File: src/rtl/divide_arbiter.sv
`timescale 1ns/1ps
`default_nettype none
// ============================================================================
// Module   : divide_arbiter
// Purpose  : Round-robin front end sharing one pipelined divider among NREQ
//            requesters, with in-order tag FIFO and divide-by-zero bypass.
// Revision : 1.0 - initial release
// ============================================================================
module divide_arbiter #(
    parameter int DSIZE  = 24,
    parameter int NREQ   = 4,
    parameter int QSIZE  = 48,
    parameter int ESIZE  = 6,
    parameter int TDEPTH = 4
) (
    input  logic                  clock,
    input  logic                  rst,
    input  logic                  enable,
    input  logic [NREQ-1:0]       req_valid,
    input  logic [NREQ*DSIZE-1:0] req_N,
    input  logic [NREQ*DSIZE-1:0] req_D,
    output logic [NREQ-1:0]       req_ready,
    output logic [NREQ-1:0]       res_valid,
    output logic [QSIZE-1:0]      res_Q,
    output logic [ESIZE-1:0]      res_EXP,
    output logic                  res_dz,
    output logic [DSIZE-1:0]      div_N,
    output logic [DSIZE-1:0]      div_D,
    output logic                  div_enable,
    input  logic [QSIZE-1:0]      div_Q,
    input  logic [ESIZE-1:0]      div_EXP,
    input  logic                  div_VALID,
    input  logic                  div_RDY,
    output logic                  busy,
    output logic                  err
);

    localparam int IDW = (NREQ > 1) ? $clog2(NREQ) : 1;
    localparam int IW1 = IDW + 1;
    localparam int AW  = (TDEPTH > 1) ? $clog2(TDEPTH) : 1;
    localparam int CW  = AW + 1;

    logic [DSIZE-1:0] op_n [NREQ];
    logic [DSIZE-1:0] op_d [NREQ];

    for (genvar i = 0; i < NREQ; i++) begin : g_unpack
        assign op_n[i] = req_N[i*DSIZE +: DSIZE];
        assign op_d[i] = req_D[i*DSIZE +: DSIZE];
    end

    logic            live;
    logic [IDW-1:0]  rr;
    logic            found;
    logic [IDW-1:0]  sel;
    logic [AW-1:0]   wr_ptr;
    logic [AW-1:0]   rd_ptr;
    logic [CW-1:0]   count;
    logic [CW-1:0]   byp_cnt;
    logic            tag_byp [TDEPTH];
    logic [IDW-1:0]  tag_id  [TDEPTH];

    always_comb begin : p_select
        logic [IW1-1:0] idx;
        found = 1'b0;
        sel   = '0;
        idx   = '0;
        for (int k = 0; k < NREQ; k++) begin
            idx = {1'b0, rr} + IW1'(k);
            if (idx >= IW1'(NREQ)) idx = idx - IW1'(NREQ);
            if (!found && req_valid[idx[IDW-1:0]]) begin
                found = 1'b1;
                sel   = idx[IDW-1:0];
            end
        end
    end

    logic [DSIZE-1:0] sel_n;
    logic [DSIZE-1:0] sel_d;
    logic             d_zero;
    logic             empty;
    logic             full;
    logic             grant;
    logic             issue;
    logic             push_byp;

    assign sel_n  = op_n[sel];
    assign sel_d  = op_d[sel];
    assign d_zero = (sel_d == '0);
    assign empty  = (count == '0);
    assign full   = (count >= CW'(TDEPTH));

    // A zero-divisor grant never reaches the divider, so it ignores div_RDY.
    assign grant    = live && enable && found && !full && (byp_cnt == '0)
                      && (div_RDY || d_zero);
    assign issue    = grant && !d_zero;
    assign push_byp = grant && d_zero;

    always_comb begin
        req_ready = '0;
        if (grant) req_ready[sel] = 1'b1;
    end

    assign div_enable = issue;
    assign div_N      = issue ? sel_n : '0;
    assign div_D      = issue ? sel_d : '0;

    logic            head_byp;
    logic [IDW-1:0]  head_id;
    logic            pop_real;
    logic            pop_byp;
    logic            pop;
    logic            proto_err;
    logic [NREQ-1:0] ret_hot;

    assign head_byp  = tag_byp[rd_ptr];
    assign head_id   = tag_id[rd_ptr];
    assign pop_real  = div_VALID && !empty && !head_byp;
    assign pop_byp   = !div_VALID && !empty && head_byp;
    assign pop       = pop_real || pop_byp;
    assign proto_err = div_VALID && (empty || head_byp);

    always_comb begin
        ret_hot = '0;
        if (pop) ret_hot[head_id] = 1'b1;
    end

    logic [AW-1:0]  wr_nxt;
    logic [AW-1:0]  rd_nxt;
    logic [IDW-1:0] rr_nxt;

    assign wr_nxt = (wr_ptr == AW'(TDEPTH-1)) ? '0 : wr_ptr + 1'b1;
    assign rd_nxt = (rd_ptr == AW'(TDEPTH-1)) ? '0 : rd_ptr + 1'b1;
    assign rr_nxt = (sel == IDW'(NREQ-1)) ? '0 : sel + 1'b1;

    always_ff @(posedge clock) begin
        if (grant) begin
            tag_byp[wr_ptr] <= d_zero;
            tag_id[wr_ptr]  <= sel;
        end
    end

    always_ff @(posedge clock or negedge rst) begin
        if (!rst) begin
            live      <= 1'b0;
            rr        <= '0;
            wr_ptr    <= '0;
            rd_ptr    <= '0;
            count     <= '0;
            byp_cnt   <= '0;
            err       <= 1'b0;
            res_valid <= '0;
            res_Q     <= '0;
            res_EXP   <= '0;
            res_dz    <= 1'b0;
        end else begin
            live      <= 1'b1;
            if (grant) begin
                rr     <= rr_nxt;
                wr_ptr <= wr_nxt;
            end
            if (pop) rd_ptr <= rd_nxt;
            count     <= count + CW'(grant) - CW'(pop);
            byp_cnt   <= byp_cnt + CW'(push_byp) - CW'(pop_byp);
            if (proto_err) err <= 1'b1;
            res_valid <= ret_hot;
            if (pop_real) begin
                res_Q   <= div_Q;
                res_EXP <= div_EXP;
                res_dz  <= 1'b0;
            end else if (pop_byp) begin
                res_Q   <= '1;
                res_EXP <= '0;
                res_dz  <= 1'b1;
            end
        end
    end

    assign busy = !empty;

endmodule
`default_nettype wire

File: config.mk
export PLATFORM = sky130hd
export DESIGN_NAME = divide_arbiter
export DESIGN_NICKNAME = d
export VERILOG_FILES = /design/src/rtl/divide_arbiter.sv
export SDC_FILE = /design/constraint.sdc
export NUM_CORES = 1
export LEC_CHECK = 0
export CORE_MARGIN = 3
export CORE_UTILIZATION = 30
export DETAILED_ROUTE_END_ITERATION = 10
export GPL_TIMING_DRIVEN = 0
export PLACE_DENSITY = 0.74
export SLEW_MARGIN = 20
export SYNTH_ARGS = -nofsm -noshare
export SYNTH_HDL_FRONTEND = slang
export SYNTH_SLANG_ARGS = --single-unit
export TNS_END_PERCENT = 100
File: constraint.sdc
create_clock -name clock -period 7 [get_ports clock]
set_clock_uncertainty 0.05 [all_clocks]
set_input_delay 1.75 -clock clock [delete_from_list [all_inputs] [get_ports clock]]
set_output_delay 1.75 -clock clock [all_outputs]
set_load 0.03 [all_outputs]
# == Word level (Yosys, flattened, before mapping) ==
# Memories as Yosys holds them, arrays and structs flattened.
# Index checks and enable logic that the tools add are counted.
# Widths: inputs -> output; s select.
# word_totals
reg_bits,73
ram_bits,12
in_bits,255
elab_cells,122
memories,2
# memory_table
memory,words,word_bits,rd,rd_ports_with_merged_regs,write_ports,line,rtl
tag_id,4,2,1,0,1,60,logic [IDW-1:0] tag_id [TDEPTH];
tag_byp,4,1,1,0,1,59,logic tag_byp [TDEPTH];
# op_classes
addsub,14
order_cmp,14
n_eq_ne,3
mux,45
n_bitwise,1
n_reduce_logical,32
# op_table
op,n
$mux 24,6
$bmux 24 s2,2
$mux 48,2
$logic_not 24->1,1
$mux 2,11
$lt 2x3->1 const B,6
$logic_and 1x1->1,17
$ge 3x3->1 const B,5
$mux 1,14
$mux 6,2
$bmux 1 s2,4
$logic_not 1->1,8
$mux 4,2
$sub 2x1->2 const B,4
$add 2x1->2 const B,3
$add 2x2->3 const B,2
$add 3x1->3,2
$eq 2x2->1 const B,3
$logic_not 3->1,2
$sub 3x1->3,2
$demux 1 s2,2
$ge 2x1->1 const B,2
$add 2x1->3 const B,1
$ge 2x3->1 const B,1
other kinds (3),5

# == Logic depth before layout (Yosys ltp) ==
# depth
depth_word,24
ltp_mapped,20
ltp_nobuf,16

# == Worst setup path after synthesis ==
# Ideal clock, no wire load.
# synth_path
path_type,input port to output port
startpoint,input req_valid[0]
endpoint,output div_N[18]
arrival_ns,4.403
slack_ns,0.797
cell_stages,12
cell_sequence,or3b_2 -> o221ai_2 -> buf_6 -> buf_4 -> buf_2 -> mux2i_1 -> mux2i_1 -> nor4_1 -> nand4_2 -> o21ai_4 -> buf_4 -> a311oi_1
# synth_between
elab_chain_len,21
# synth_rtl
element,line,rtl
"start, declared",19,"input logic [NREQ-1:0] req_valid,"
$bmux 1 s2,70,if (!found && req_valid[idx[IDW-1:0]]) begin
$mux 1 (not written as such),70,
$mux 1,70,
$logic_not 1->1,70,
$logic_and 1x1->1,70,
$mux 1,70,
$logic_not 1->1,70,
$logic_and 1x1->1,70,
(+4 left out),--,
$not 2->3 (not written as such),"86, 87",
$bmux 24 s2,87,assign sel_d = op_d[sel];
$mux 24 (not written as such) (2 in a row),87,
$logic_not 24->1,88,assign d_zero = (sel_d == '0);
$logic_or 1x1->1,94,&& (div_RDY || d_zero);
$logic_and 1x1->1,94,
$logic_and 1x1->1,95,assign issue = grant && !d_zero;
$mux 24 (*),104,assign div_N = issue ? sel_n : '0;
"end, declared",27,"output logic [DSIZE-1:0] div_N,"
# Every way passes the cells marked *; elsewhere a longest branch is shown, timed or not. The select of a mux whose other input is x is not followed.

# == Worst setup path in the final report ==
# layout_path
startpoint,input req_valid[2]
endpoint,output div_N[20]
# The elaborated chain is that of the path after synthesis.

==> summary.md <==
| Metric | Value |
|---|---|
| Fraction of registers with async set/reset | `0.859` |
| Layout Cell Area excl Fill | `10000 um2` |
| Startpoint of the tightest hold check path | `err$_DFFE_PN0P_` |
| TritonCTS clock tree | `yes` |
| Area delta synth->final | `77.9%` |
| Unrepaired setup endpoints after global routing | `no` |
| Die Height | `143 um` |
| Power density over the cells | `242 nW/um2` |
| Type of destination of the critical path | `primary output` |
| Mean routed wirelength per cell | `19.4 um` |
| Main flop type after synthesis | `sky130_fd_sc_hd__dfrtp_1` |
| R2R cell count | `20` |
| Most used standard cell by instance count after synthesis | `sky130_fd_sc_hd__nand2_1` |
| Worst-case hold slack | `0.422 ns` |
| Post-synthesis average cell area | `8.56 um2` |
| Max Root-Sink Buffers | `2` |
| Worst path arrival time | `4.93 ns` |
| Critical path class | `in -> out` |
| Slowest cell on the critical path | `sky130_fd_sc_hd__clkdlybuf4s50_1` |
| Final routed wirelength across all metal layers | `24800 um` |
| Total number of yosys warnings | `0` |
| Clock latency of the later-clocked register in the worst-skew pair | `0.33 ns` |
| Placed wire-length estimate after detailed placement | `20300 um` |
| Final setup violation count | `0` |
| Largest stage delay on the critical path | `0.45 ns` |
| Number of synthesized flops with an enable pin | `12` |
| Total Nets Final | `1318` |
| Most area-hungry cell type in the Yosys netlist | `sky130_fd_sc_hd__dfrtp_1` |
| Slew HR | `0.447` |
| Number of core rows | `49` |
| Required time of the critical path | `5.20 ns` |
| Flip-flop and latch count after synthesis | `85` |
| Time the final worst path needs with I/O delays and setup | `6.73 ns` |
| Pin count of the biggest net entering global routing | `57` |
| Number of buffers added by the clock tree synthesis step | `9` |
| Outcome | `completed` |
| Nets in the synthesized netlist | `928` |
| Combined buffer and inverter count along the critical path | `9` |
| Ordered cell list for the critical path | `clkdlybuf4s50_1 > inv_1 > a21oi_1 > o22a_1 > buf_2 > inv_2 > buf_4 > buf_4 > mux2i_1 > nor4_1 > nand4_2 > o21ai_4 > buf_4 > buf_6 > a311oi_1 > buf_2` |
| Die Outline Area | `20500 um2` |
| Core box area | `18200 um2` |
| Crit path max-delay family | `buffers and inverters` |
| Starting density of the core | `0.309` |
| Cell count of the worst hold path | `1` |
| Reg-to-reg setup timing slack | `2.56 ns` |
| Crit-path most repeated cell | `sky130_fd_sc_hd__buf_4` |
| I/O pins | `369` |
| Overall die width | `143 um` |
| Drt drc | `0` |
| Sum Neg Setup Slack | `0 ns` |
| Layout fillers | `1681` |
| MaxCap Viol Count | `0` |
| Post-Place Cell Area | `9630 um2` |
| Clk root buf | `sky130_fd_sc_hd__clkbuf_16` |
| CP Launch Type | `primary input` |
| Count of TritonRoute iterations in the first routing pass | `6` |
| Max Transition Viols Final | `0` |
| RePlAce Congestion | `0.982` |
| Initial drt markers | `331` |
| Most instantiated cells after synthesis | `sky130_fd_sc_hd__nand2_1, sky130_fd_sc_hd__dfrtp_1, sky130_fd_sc_hd__mux2i_1, sky130_fd_sc_hd__o21ai_0, sky130_fd_sc_hd__clkbuf_1` |
| Count of cell types in the netlist | `51` |
| Number of buffers inserted for hold repair after clock tree synthesis | `0` |
| Reg-to-reg critical path startpoint | `rr[1]$_DFFE_PN0P_` |
| Post-Synthesis Cells | `658` |
| Overall via count from detail_route | `6364` |
| Sinks on the clock net | `85` |
| Top area cells in the synthesized netlist | `sky130_fd_sc_hd__dfrtp_1, sky130_fd_sc_hd__nand2_1, sky130_fd_sc_hd__mux2i_1` |
| Top-area cell type share of the netlist area | `0.324` |
| Register area share after synthesis | `0.388` |
| Post-DR vias/cell | `4.96` |
| Vias in the first global route | `6081` |
| Final global-route overflow total | `0` |
| Synthesized cell area | `5630 um2` |
| Final worst-path cycle share | `0.961` |
| Fmax | `0.149 GHz` |
| Transition at the pin with the smallest max-transition slack | `0.819 ns` |
| Wire length of the first global-routing pass | `35600 um` |
| Fraction of final layout cells with drive strength greater than 1 | `0.110` |
| CTS HTree Levels | `3` |
| Final hold violations | `0` |
| Worst reg2reg path endpoint | `count[2]$_DFF_PN0_` |
| Overall track demand over capacity in global routing | `0.228` |
| Maximum net fanout on the critical path | `10` |
| Number of antenna-violating nets in the routed design | `0` |
| Initial antenna violation count | `1` |
| Port buffer count | `368` |
| Hold Crit Endpoint | `err$_DFFE_PN0P_` |
| Worst min path class | `reg -> reg` |
| Worst-case vdd ir drop | `0.112 mV` |
| Static leakage | `0.00456 uW` |
| Clock-pin slew reported for the worst setup and hold paths after clock tree synthesis | `0.06 ns` |
## worst max path at each step
stage                             from        end  slack (ns)  cells after the start
final                     req_valid[2]  div_N[20]        0.27                     16
after CTS                 req_valid[0]  div_N[16]       -0.01                     15
after global routing      req_valid[2]  div_N[10]        0.13                     16
after floorplan           req_valid[0]  div_N[18]        0.80                     12
after detailed placement  req_valid[0]  div_N[15]       -1.17                     13
after global placement    req_valid[0]  div_N[15]       -1.14                     13
## cell families after synthesis
group                      synth area share
AOI/OAI and AO/OA                     0.121
xor gates and xnor gates            0.00622
adders and majority gates            0.0360
buffers and inverters                0.0542
DFF                                   0.388
muxes                                 0.148
other                              0.000666
and+or+nand+nor                       0.246
## flip-flops by register name, indices dropped and copies added, names as in the netlist
name,cells
res_Q,48
live,1
wr_ptr,2
tag_byp,4
res_EXP,6
err,1
rd_ptr,2
count,3
res_dz,1
byp_cnt,3
rr,2
tag_id,8
res_valid,4
## placed cells by master (no fill, tap or decap), types with 10 or more instances in the layout
| cell | netlist | layout |
|---|---|---|
| sky130_fd_sc_hd__nand2_1 | 214 | 214 |
| sky130_fd_sc_hd__clkbuf_16 | 0 | 10 |
| sky130_fd_sc_hd__nor2_1 | 12 | 12 |
| sky130_fd_sc_hd__a311oi_1 | 24 | 21 |
| sky130_fd_sc_hd__edfxtp_1 | 12 | 12 |
| sky130_fd_sc_hd__clkdlybuf4s15_2 | 0 | 20 |
| sky130_fd_sc_hd__mux2i_1 | 73 | 70 |
| sky130_fd_sc_hd__buf_4 | 8 | 22 |
| sky130_fd_sc_hd__clkbuf_1 | 30 | 31 |
| sky130_fd_sc_hd__and3_1 | 25 | 25 |
| sky130_fd_sc_hd__clkdlybuf4s50_1 | 0 | 312 |
| sky130_fd_sc_hd__ha_1 | 13 | 13 |
| sky130_fd_sc_hd__nor2b_1 | 16 | 16 |
| sky130_fd_sc_hd__dfrtp_1 | 73 | 73 |
| sky130_fd_sc_hd__buf_2 | 4 | 19 |
| sky130_fd_sc_hd__inv_1 | 18 | 18 |
| sky130_fd_sc_hd__o21ai_0 | 51 | 51 |
## metrics by stage
step	setup WS, ns	cells	total power, uW	utilization
after floorplan	0.797	658	1370	-
after global placement	-1.14	1255	1910	0.527
after detailed placement	-1.17	1256	1930	0.529
after CTS	-0.0136	1280	2450	0.552
after global routing	0.127	1283	2570	0.550
final	0.272	1283	2430	0.550
## metal layers
| layer | vias up | track usage | part of all wire |
|---|---|---|---|
| met5 | - | 0 | 0 |
| met4 | 0 | 0.0655 | 0.025 |
| met3 | 30 | 0.0767 | 0.10 |
| met2 | 313 | 0.389 | 0.48 |
| met1 | 2965 | 0.273 | 0.39 |
| li1 | 3056 | - | - |
## power by group
part | internal (uW) | total [uW] | leakage, uW | switching (uW)
combinational | 531 | 1180 | 0.00341 | 647
clock | 303 | 505 | 0.000154 | 202
sequential | 653 | 747 | 0.000992 | 94.5
total | 1490 | 2430 | 0.00456 | 943
## repair_timing
| item | in CTS | in global routing |
|---|---|---|
| gates resized for setup | 225 | 30 |
| buffers inserted | 8 | 2 |
| pin swaps | 3 | 2 |
| setup endpoints to repair | 53 | 50 |
## layout make-up
cell class | instances | area [um2] | share of cell area
timing repair buffer | 379 | 3670 | 0.366
multi-input combinational | 507 | 3220 | 0.321
sequential | 85 | 2190 | 0.218
tap | 229 | 287 | 0.0286
buffer | 47 | 265 | 0.0265
clock buffer | 11 | 254 | 0.0253
inverter | 19 | 71.3 | 0.00712
clock inverter | 5 | 63.8 | 0.00637
antenna | 1 | 2.50 | 0.000250
(Power assumes the default switching activity.)
